[config.mk]
export PLATFORM = sky130hd
export DESIGN_NAME = sobel_gradient_unit
export DESIGN_NICKNAME = d
export VERILOG_FILES = /design/src/rtl/sobel_gradient_unit.sv
export SDC_FILE = /design/constraint.sdc
export NUM_CORES = 1
export LEC_CHECK = 0
export CAP_MARGIN = 5
export CORE_ASPECT_RATIO = 0.8
export CORE_MARGIN = 2
export CORE_UTILIZATION = 40
export CTS_CLUSTER_DIAMETER = 40
export DETAILED_ROUTE_END_ITERATION = 7
export PLACE_DENSITY = 0.66
export SLEW_MARGIN = 20
export SYNTH_ARGS = -nofsm -noshare
export SYNTH_HDL_FRONTEND = slang
export SYNTH_SLANG_ARGS = --single-unit
[constraint.sdc]
create_clock -name clk -period 4.05 [get_ports clk]
set_input_delay 0.81 -clock clk [delete_from_list [all_inputs] [get_ports clk]]
set_output_delay 0.81 -clock clk [all_outputs]
set_load 0.02 [all_outputs]
[src/rtl/sobel_gradient_unit.sv]
// Sobel gradient of one streamed 3x3 window: Gx, Gy, |Gx|+|Gy| and an edge flag.
// Define SOBEL_SATURATE_EN to clamp the magnitude to 2^DATA_W-1 before the threshold compare.
module sobel_gradient_unit #(
    parameter int DATA_W = 8,
    parameter int MAG_W  = 11
) (
    input  logic              clk,
    input  logic              n_rst,
    input  logic              start_calculation,
    input  logic              pixel_valid,
    input  logic [DATA_W-1:0] pixel_data,
    input  logic [MAG_W-1:0]  threshold,
    output logic              busy,
    output logic              calculation_done,
    output logic [MAG_W-1:0]  gx_out,
    output logic [MAG_W-1:0]  gy_out,
    output logic [MAG_W-1:0]  mag_out,
    output logic              edge_out
);

    // state | meaning
    // IDLE  | waiting for start_calculation
    // LOAD  | capturing p0..p8 on pixel_valid
    // GRAD  | registering Gx/Gy, sampling threshold
    // MAG   | registering magnitude and edge flag
    // DONE  | one-cycle calculation_done pulse
    typedef enum logic [2:0] {IDLE, LOAD, GRAD, MAG, DONE} state_t;

    localparam int SUM_W = MAG_W + 1;

    state_t            state;
    logic [3:0]        cnt;
    logic [DATA_W-1:0] p [9];
    logic [MAG_W-1:0]  thr_q;

    logic [SUM_W-1:0]  gx_pos, gx_neg, gy_pos, gy_neg;
    logic [SUM_W-1:0]  gx_full, gy_full;
    logic [SUM_W-1:0]  gx_sx, gy_sx, gx_abs, gy_abs, mag_sum;
    logic [MAG_W-1:0]  mag_next;

    function automatic logic [SUM_W-1:0] ext(input logic [DATA_W-1:0] v);
        return {{(SUM_W-DATA_W){1'b0}}, v};
    endfunction

    // Unsigned wrap-around subtraction in SUM_W bits gives the two's complement result.
    always_comb begin
        gx_pos  = ext(p[2]) + (ext(p[5]) << 1) + ext(p[8]);
        gx_neg  = ext(p[0]) + (ext(p[3]) << 1) + ext(p[6]);
        gy_pos  = ext(p[6]) + (ext(p[7]) << 1) + ext(p[8]);
        gy_neg  = ext(p[0]) + (ext(p[1]) << 1) + ext(p[2]);
        gx_full = gx_pos - gx_neg;
        gy_full = gy_pos - gy_neg;
    end

    always_comb begin
        gx_sx   = {gx_out[MAG_W-1], gx_out};
        gy_sx   = {gy_out[MAG_W-1], gy_out};
        gx_abs  = gx_out[MAG_W-1] ? ((~gx_sx) + SUM_W'(1)) : gx_sx;
        gy_abs  = gy_out[MAG_W-1] ? ((~gy_sx) + SUM_W'(1)) : gy_sx;
        mag_sum = gx_abs + gy_abs;
`ifdef SOBEL_SATURATE_EN
        if (mag_sum > SUM_W'((1 << DATA_W) - 1))
            mag_next = MAG_W'((1 << DATA_W) - 1);
        else
            mag_next = mag_sum[MAG_W-1:0];
`else
        mag_next = mag_sum[MAG_W-1:0];
`endif
    end

    always_ff @(posedge clk or negedge n_rst) begin
        if (!n_rst) begin
            state            <= IDLE;
            cnt              <= '0;
            for (int i = 0; i < 9; i++) p[i] <= '0;
            thr_q            <= '0;
            busy             <= 1'b0;
            calculation_done <= 1'b0;
            gx_out           <= '0;
            gy_out           <= '0;
            mag_out          <= '0;
            edge_out         <= 1'b0;
        end else begin
            calculation_done <= 1'b0;
            case (state)
                IDLE: begin
                    if (start_calculation) begin
                        state <= LOAD;
                        cnt   <= '0;
                        busy  <= 1'b1;
                    end
                end
                LOAD: begin
                    if (pixel_valid) begin
                        for (int i = 0; i < 9; i++)
                            if (cnt == 4'(i)) p[i] <= pixel_data;
                        if (cnt == 4'd8)
                            state <= GRAD;
                        else
                            cnt <= cnt + 4'd1;
                    end
                end
                GRAD: begin
                    gx_out <= gx_full[MAG_W-1:0];
                    gy_out <= gy_full[MAG_W-1:0];
                    thr_q  <= threshold;
                    state  <= MAG;
                end
                MAG: begin
                    mag_out          <= mag_next;
                    edge_out         <= (mag_next >= thr_q);
                    calculation_done <= 1'b1;
                    state            <= DONE;
                end
                DONE: begin
                    busy  <= 1'b0;
                    state <= IDLE;
                end
                default: begin
                    busy  <= 1'b0;
                    state <= IDLE;
                end
            endcase
        end
    end

endmodule

Word-level counts from Yosys, hierarchy flattened
Index checks and enable logic that the tools add are counted.
W data, S select, Z words.
Word-level totals
  word-level logic and storage cells: 77
  flip-flop bits (word level): 118
  input port bits: 23
Cells by class
  add/subtract/negate cells: 14
  equal/unequal tests: 14
  $lt $le $gt $ge: 1
  reductions and logical operators: 15
  bitwise operators: 3
  muxes and demuxes: 13
Operators with widths (number)
  $add A10 B8 Y11: 4
  $add A8 B9 Y10: 4
  $reduce_and A3 Y1: 9
  $add A11 B1 Y11 const B: 2
  $mux W11: 2
  $not A11 Y11: 2
  $sub A11 B11 Y11: 2
  $eq A4 B3 Y1 const B: 3
  $mux W4: 3
  $pmux W3 S4: 1
  $add A11 B11 Y11: 1
  $ge A11 B11 Y1: 1
  $mux W3: 3
  $eq A4 B2 Y1 const B: 2
  $ne A2 B2 Y1 const B: 4
  $pmux W4 S2: 1
  $eq A3 B2 Y1 const B: 2
  $add A4 B1 Y4 const B: 1
  $eq A4 B1 Y1 const B: 1
  $eq A4 B4 Y1 const B: 1
  $logic_not A4 Y1: 1
  $reduce_and A4 Y1: 1
  $eq A3 B1 Y1 const B: 1
  $logic_not A3 Y1: 1
  other kinds (6): 7

Logic depth before layout (Yosys ltp)
  depth in word-level cells: 5
  depth in mapped cells: 16

Worst setup path after synthesis
Ideal clock, no wire load.
  kind: reg-to-reg
  from: reg gy_out[2]
  to: reg edge_out
  slack: 424 ps
  data arrival time: 3499 ps
  buffers on the path: 0
  cell stages (with the launch flop): 14
  library setup time: 127 ps
  cells stage by stage: dfrtp_1 > or4_1 > o41ai_1 > xnor2_1 > ha_1 > a21o_1 > a2111oi_0 > nand3_1 > nand2_1 > xor2_1 > ha_1 > a211o_1 > o211ai_1 > nand3_1
On the way
  longest elaborated chain between the ends: 5
Ends and longest elaborated chain
  start, declared: line 16  | output logic [MAG_W-1:0] gy_out,
  start signal, assigned: line 105  | gy_out <= gy_full[MAG_W-1:0];
  $not A11 Y11: line 59  | gy_abs = gy_out[MAG_W-1] ? ((~gy_sx) + SUM_W'(1)) : gy_sx;
  $add A11 B1 Y11: line 59
  $mux W11 *: line 59
  $add A11 B11 Y11 *: line 60  | mag_sum = gx_abs + gy_abs;
  named net mag_sum[10]: line 38  | logic [SUM_W-1:0] gx_sx, gy_sx, gx_abs, gy_abs, mag_sum;
  $ge A11 B11 Y1 *: line 111  | edge_out <= (mag_next >= thr_q);
  end signal, assigned: line 111
  end, declared: line 18  | output logic edge_out
Mark *: on every way through the listed nets, which the timed path passes. The rest lies on a longest branch.
A chain may end at the register's enable or synchronous reset.

Worst setup path in the final report
  from: reg gy_out[0]
  to: reg edge_out
Same word-level chain as after synthesis.

==> results by stage <==
STA:
- The period utilization is 93.4%.
- The count of final hold-check violations came to 0.
- After layout, the minimum clock period comes to 3.78 ns.
- After routing, the total negative slack on setup checks comes to 0 ns.
- The worst setup skew after layout is 0.00737 ns.
- Static timing analysis puts the maximum clock frequency at 264 MHz.
- The worst pin sits at a relative slew slack of 43.9%.
- At the pin with the least slew margin, the transition time is 0.841 ns.
- Setup repair after global routing left no endpoint under its margin.
- The total count of max-transition violations in the final report is 0.
- Setup violations remaining at the end of the flow were counted as 0.

Worst setup path:
- For this run, the slowest stage of the critical path takes 0.51 ns.
- Walking the worst path, the cells encountered are inv_1 -> ha_1 -> or3b_2 -> o31ai_1 -> xnor2_1 -> ha_1 -> a21oi_1 -> o221ai_1 -> a21oi_2 -> xnor2_1 -> ha_1 -> a21o_1 -> a211o_1 -> o211ai_1 -> nand3_1.
- The required time of the critical path is 4.35 ns.
- The start of the worst register-to-register path is gy_out[0]$_DFFE_PN0P_.
- Among cell families on the critical path, the largest total delay comes from compound AO/OA/AOI/OAI gates.
- The most frequent cell on the critical path is sky130_fd_sc_hd__ha_1.
- The cell with the biggest individual delay on the critical path is sky130_fd_sc_hd__or3b_2.
- The setup slack on the worst flop-to-flop path is 0.27 ns.
- STA puts the critical path data arrival time at 4.08 ns.
- For the worst flop-to-flop path, the logic depth is 15.
- Of all nets on the critical path, the largest fanout is 6.
- The endpoint identified for the worst register-to-register timing path is edge_out$_DFFE_PN0P_.
- The kind of start point of the critical path is a register.
- The startpoint of the most critical setup path is gy_out[0]$_DFFE_PN0P_.
- The critical path crosses 15 cells after its start point.
- Counting both buffers and inverters, the worst setup path holds a total of 1.
- The setup path with the least slack is of type reg -> reg.
- The sort of element at the end of the critical path is a register.

CTS:
- The clock root buffer is sky130_fd_sc_hd__clkbuf_16.
- The clock tree from TritonCTS is built.
- The buffer levels on the longest clock path is 2.
- The number of buffers inserted during clock tree synthesis is 17.
- For this design, the CTS-stage hold fixing added 0 buffers.
- The CTS sink count is 118.
- The H-tree was split into 4 levels.
- The later pin in the worst-skew pair is clocked with a latency of 0.42 ns.
- After clock tree synthesis, the clock-pin slew on the worst setup and hold paths is 0.06 ns.

Synthesis:
- After synthesis, the mean cell area works out to 10.8 um^2.
- The async set-or-reset flop fraction in the synthesized netlist is 100%.
- The combined area of all synthesized cells is 7930 um^2.
- The share of the Yosys chip area taken by registers is 37.3%.
- The post-synthesis instance total is 734.
- The synthesized netlist contains 50 unique library cells.
- Counting flops with a built-in enable in the synthesized netlist gives 0.
- Yosys printed 0 warnings.
- In the synthesized netlist the dominant register cell turns out to be sky130_fd_sc_hd__dfrtp_1.
- The register bit count reported by yosys is 118.
- The number of nets produced by synthesis is 871.

Global routing:
- Entering global routing, the biggest net connects 64 pins.
- The first global-routing pass estimated 28700 um of wire.
- The number of antenna violations at the first check in global routing was 0.
- Across every metal layer, demand over resource in global routing totals 17.5%.
- The total congestion overflow after global routing is 0.
- The via count of the first global-routing pass is 5491.

Final layout:
- The share of post-route cells with drive strength above 1 is 14.0%.
- 0 antenna diodes ended up in the layout.
- The number of fillers in the final layout is 1786.
- The area growth from synthesis to layout is 19.6%.
- For this run, the post-layout net count is 939.
- The utilization after layout is 48.3%.

Drt:
- The final layout contains routed wiring with a total length of 17100 um.
- The number of search-and-repair iterations in the first detailed-routing pass is 4.
- The antenna violation net count after detailed routing is 0.
- The remaining routing DRC violations is 0.
- Dividing the detail-routed via count by the number of cells gives 5.00.
- The via count of the routed design is 5395.
- The detailed router finished its first iteration with 344 violations.
- Dividing the detail-routed wire length by the instance count gives 15.9 um.

Floorplan:
- The number of top-level pins is 59.
- The starting utilization of the core area is 40.4%.
- In this run the vertical extent of the chip is 130 um.
- The area of the placeable core is 19600 um^2.
- Row generation in the floorplan step produced 46 rows.
- The floorplan step defined a die boundary enclosing 21000 um^2.
- In this run the horizontal extent of the chip is 161 um.

Placed design:
- The number of port buffers is 58.
- The post-detailed-placement half-perimeter wirelength is 12900 um.
- The final RePlAce weighted congestion is 0.848.

Outcome:
- The run finished with clean final reports.

Run:
- The number of max-cap violations is 0.

Hold path:
- The min-delay analysis places its worst path in the category in -> async.
registers in the layout (all words and copies together) (netlist names):
signal and count:
state 3, edge_out 1, busy 1, gy_out 11, calculation_done 1, mag_out 11
p 64, cnt 4, thr_q 11, gx_out 11
cells by family after synthesis:
logic type                 share of synthesized area [%]
muxes                                               9.93
buffers and inverters                               5.97
and+or+nand+nor                                     9.58
xor gates and xnor gates                            3.54
adders and majority gates                           24.0
AOI/OAI and AO/OA                                   9.76
DFF                                                 37.3
Yosys cell counts, types with 6 or more instances:
cell / count / area share [%]
sky130_fd_sc_hd__a211oi_1: 6 / 0.57
sky130_fd_sc_hd__a21o_1: 9 / 0.85
sky130_fd_sc_hd__a21oi_1: 17 / 1.1
sky130_fd_sc_hd__clkbuf_1: 14 / 0.66
sky130_fd_sc_hd__dfrtp_1: 118 / 37
sky130_fd_sc_hd__fa_1: 63 / 16
sky130_fd_sc_hd__ha_1: 51 / 8.1
sky130_fd_sc_hd__inv_1: 111 / 5.3
sky130_fd_sc_hd__mux2_2: 67 / 9.5
sky130_fd_sc_hd__nand2_1: 60 / 2.8
sky130_fd_sc_hd__nand2b_1: 7 / 0.55
sky130_fd_sc_hd__nand3_1: 11 / 0.69
sky130_fd_sc_hd__nor2_1: 19 / 0.90
sky130_fd_sc_hd__nor3_1: 12 / 0.76
sky130_fd_sc_hd__o21ai_0: 51 / 3.2
sky130_fd_sc_hd__o31ai_1: 7 / 0.66
sky130_fd_sc_hd__or3_1: 6 / 0.47
sky130_fd_sc_hd__xnor2_1: 24 / 2.7
sky130_fd_sc_hd__xor2_1: 8 / 0.88
cells in the final DEF, fill, tap and decap left out, types with 6 or more instances in the layout:
cell                              count
sky130_fd_sc_hd__a211oi_1             6
sky130_fd_sc_hd__a21o_1               9
sky130_fd_sc_hd__a21oi_1             16
sky130_fd_sc_hd__clkbuf_16           17
sky130_fd_sc_hd__clkbuf_8             6
sky130_fd_sc_hd__clkdlybuf4s50_1     57
sky130_fd_sc_hd__dfrtp_1            118
sky130_fd_sc_hd__fa_1                63
sky130_fd_sc_hd__ha_1                51
sky130_fd_sc_hd__inv_1              111
sky130_fd_sc_hd__mux2_2              67
sky130_fd_sc_hd__nand2_1             60
sky130_fd_sc_hd__nand2b_1             7
sky130_fd_sc_hd__nand3_1             11
sky130_fd_sc_hd__nor2_1              19
sky130_fd_sc_hd__nor3_1              11
sky130_fd_sc_hd__o21ai_0             51
sky130_fd_sc_hd__o31ai_1              7
sky130_fd_sc_hd__or3_1                6
sky130_fd_sc_hd__xnor2_1             24
sky130_fd_sc_hd__xor2_1               8
final cells by class:
type	instances	area, um^2	share of cell area (%)
multi-input combinational	490	4520	47.6
clock inverter	7	115	1.21
clock buffer	25	515	5.44
sequential	118	2950	31.2
tap	264	330	3.49
inverter	112	420	4.44
timing repair buffer	63	628	6.63
worst max-delay path by stage:
stage	endpoint	slack, ns
5_1_grt	edge_out$_DFFE_PN0P_	0.03
4_1_cts	edge_out$_DFFE_PN0P_	0.25
2_1_floorplan	edge_out$_DFFE_PN0P_	0.42
6_report	edge_out$_DFFE_PN0P_	0.27
3_3_place_gp	edge_out$_DFFE_PN0P_	0.34
3_5_place_dp	edge_out$_DFFE_PN0P_	0.25
what timing repair did:
item,CTS,global route
resized for setup,0,2
setup endpoints to repair,0,1
setup buffers,0,0
layer usage:
layer / part of all wire [%] / GRT usage, % / vias up
li1: - / - / 2631
met1: 51 / 26.1 / 2675
met2: 44 / 26.1 / 75
met3: 3.1 / 3.46 / 14
met4: 1.2 / 5.04 / 0
met5: 0 / 0 / -
per-stage QoR:
stage          cells  setup WS (ns)  area [um^2]  hold WS, ns
2_1_floorplan    734          0.424         7930        0.452
4_1_cts         1079          0.248         9470        0.481
6_report        1079          0.269         9480        0.477
3_5_place_dp    1047          0.253         8840        0.467
5_1_grt         1079         0.0335         9480        0.513
3_3_place_gp    1047          0.343         8840        0.466
Power is not shown: default switching activity piles up to over one toggle a cycle in this logic, so the estimate is an artifact.
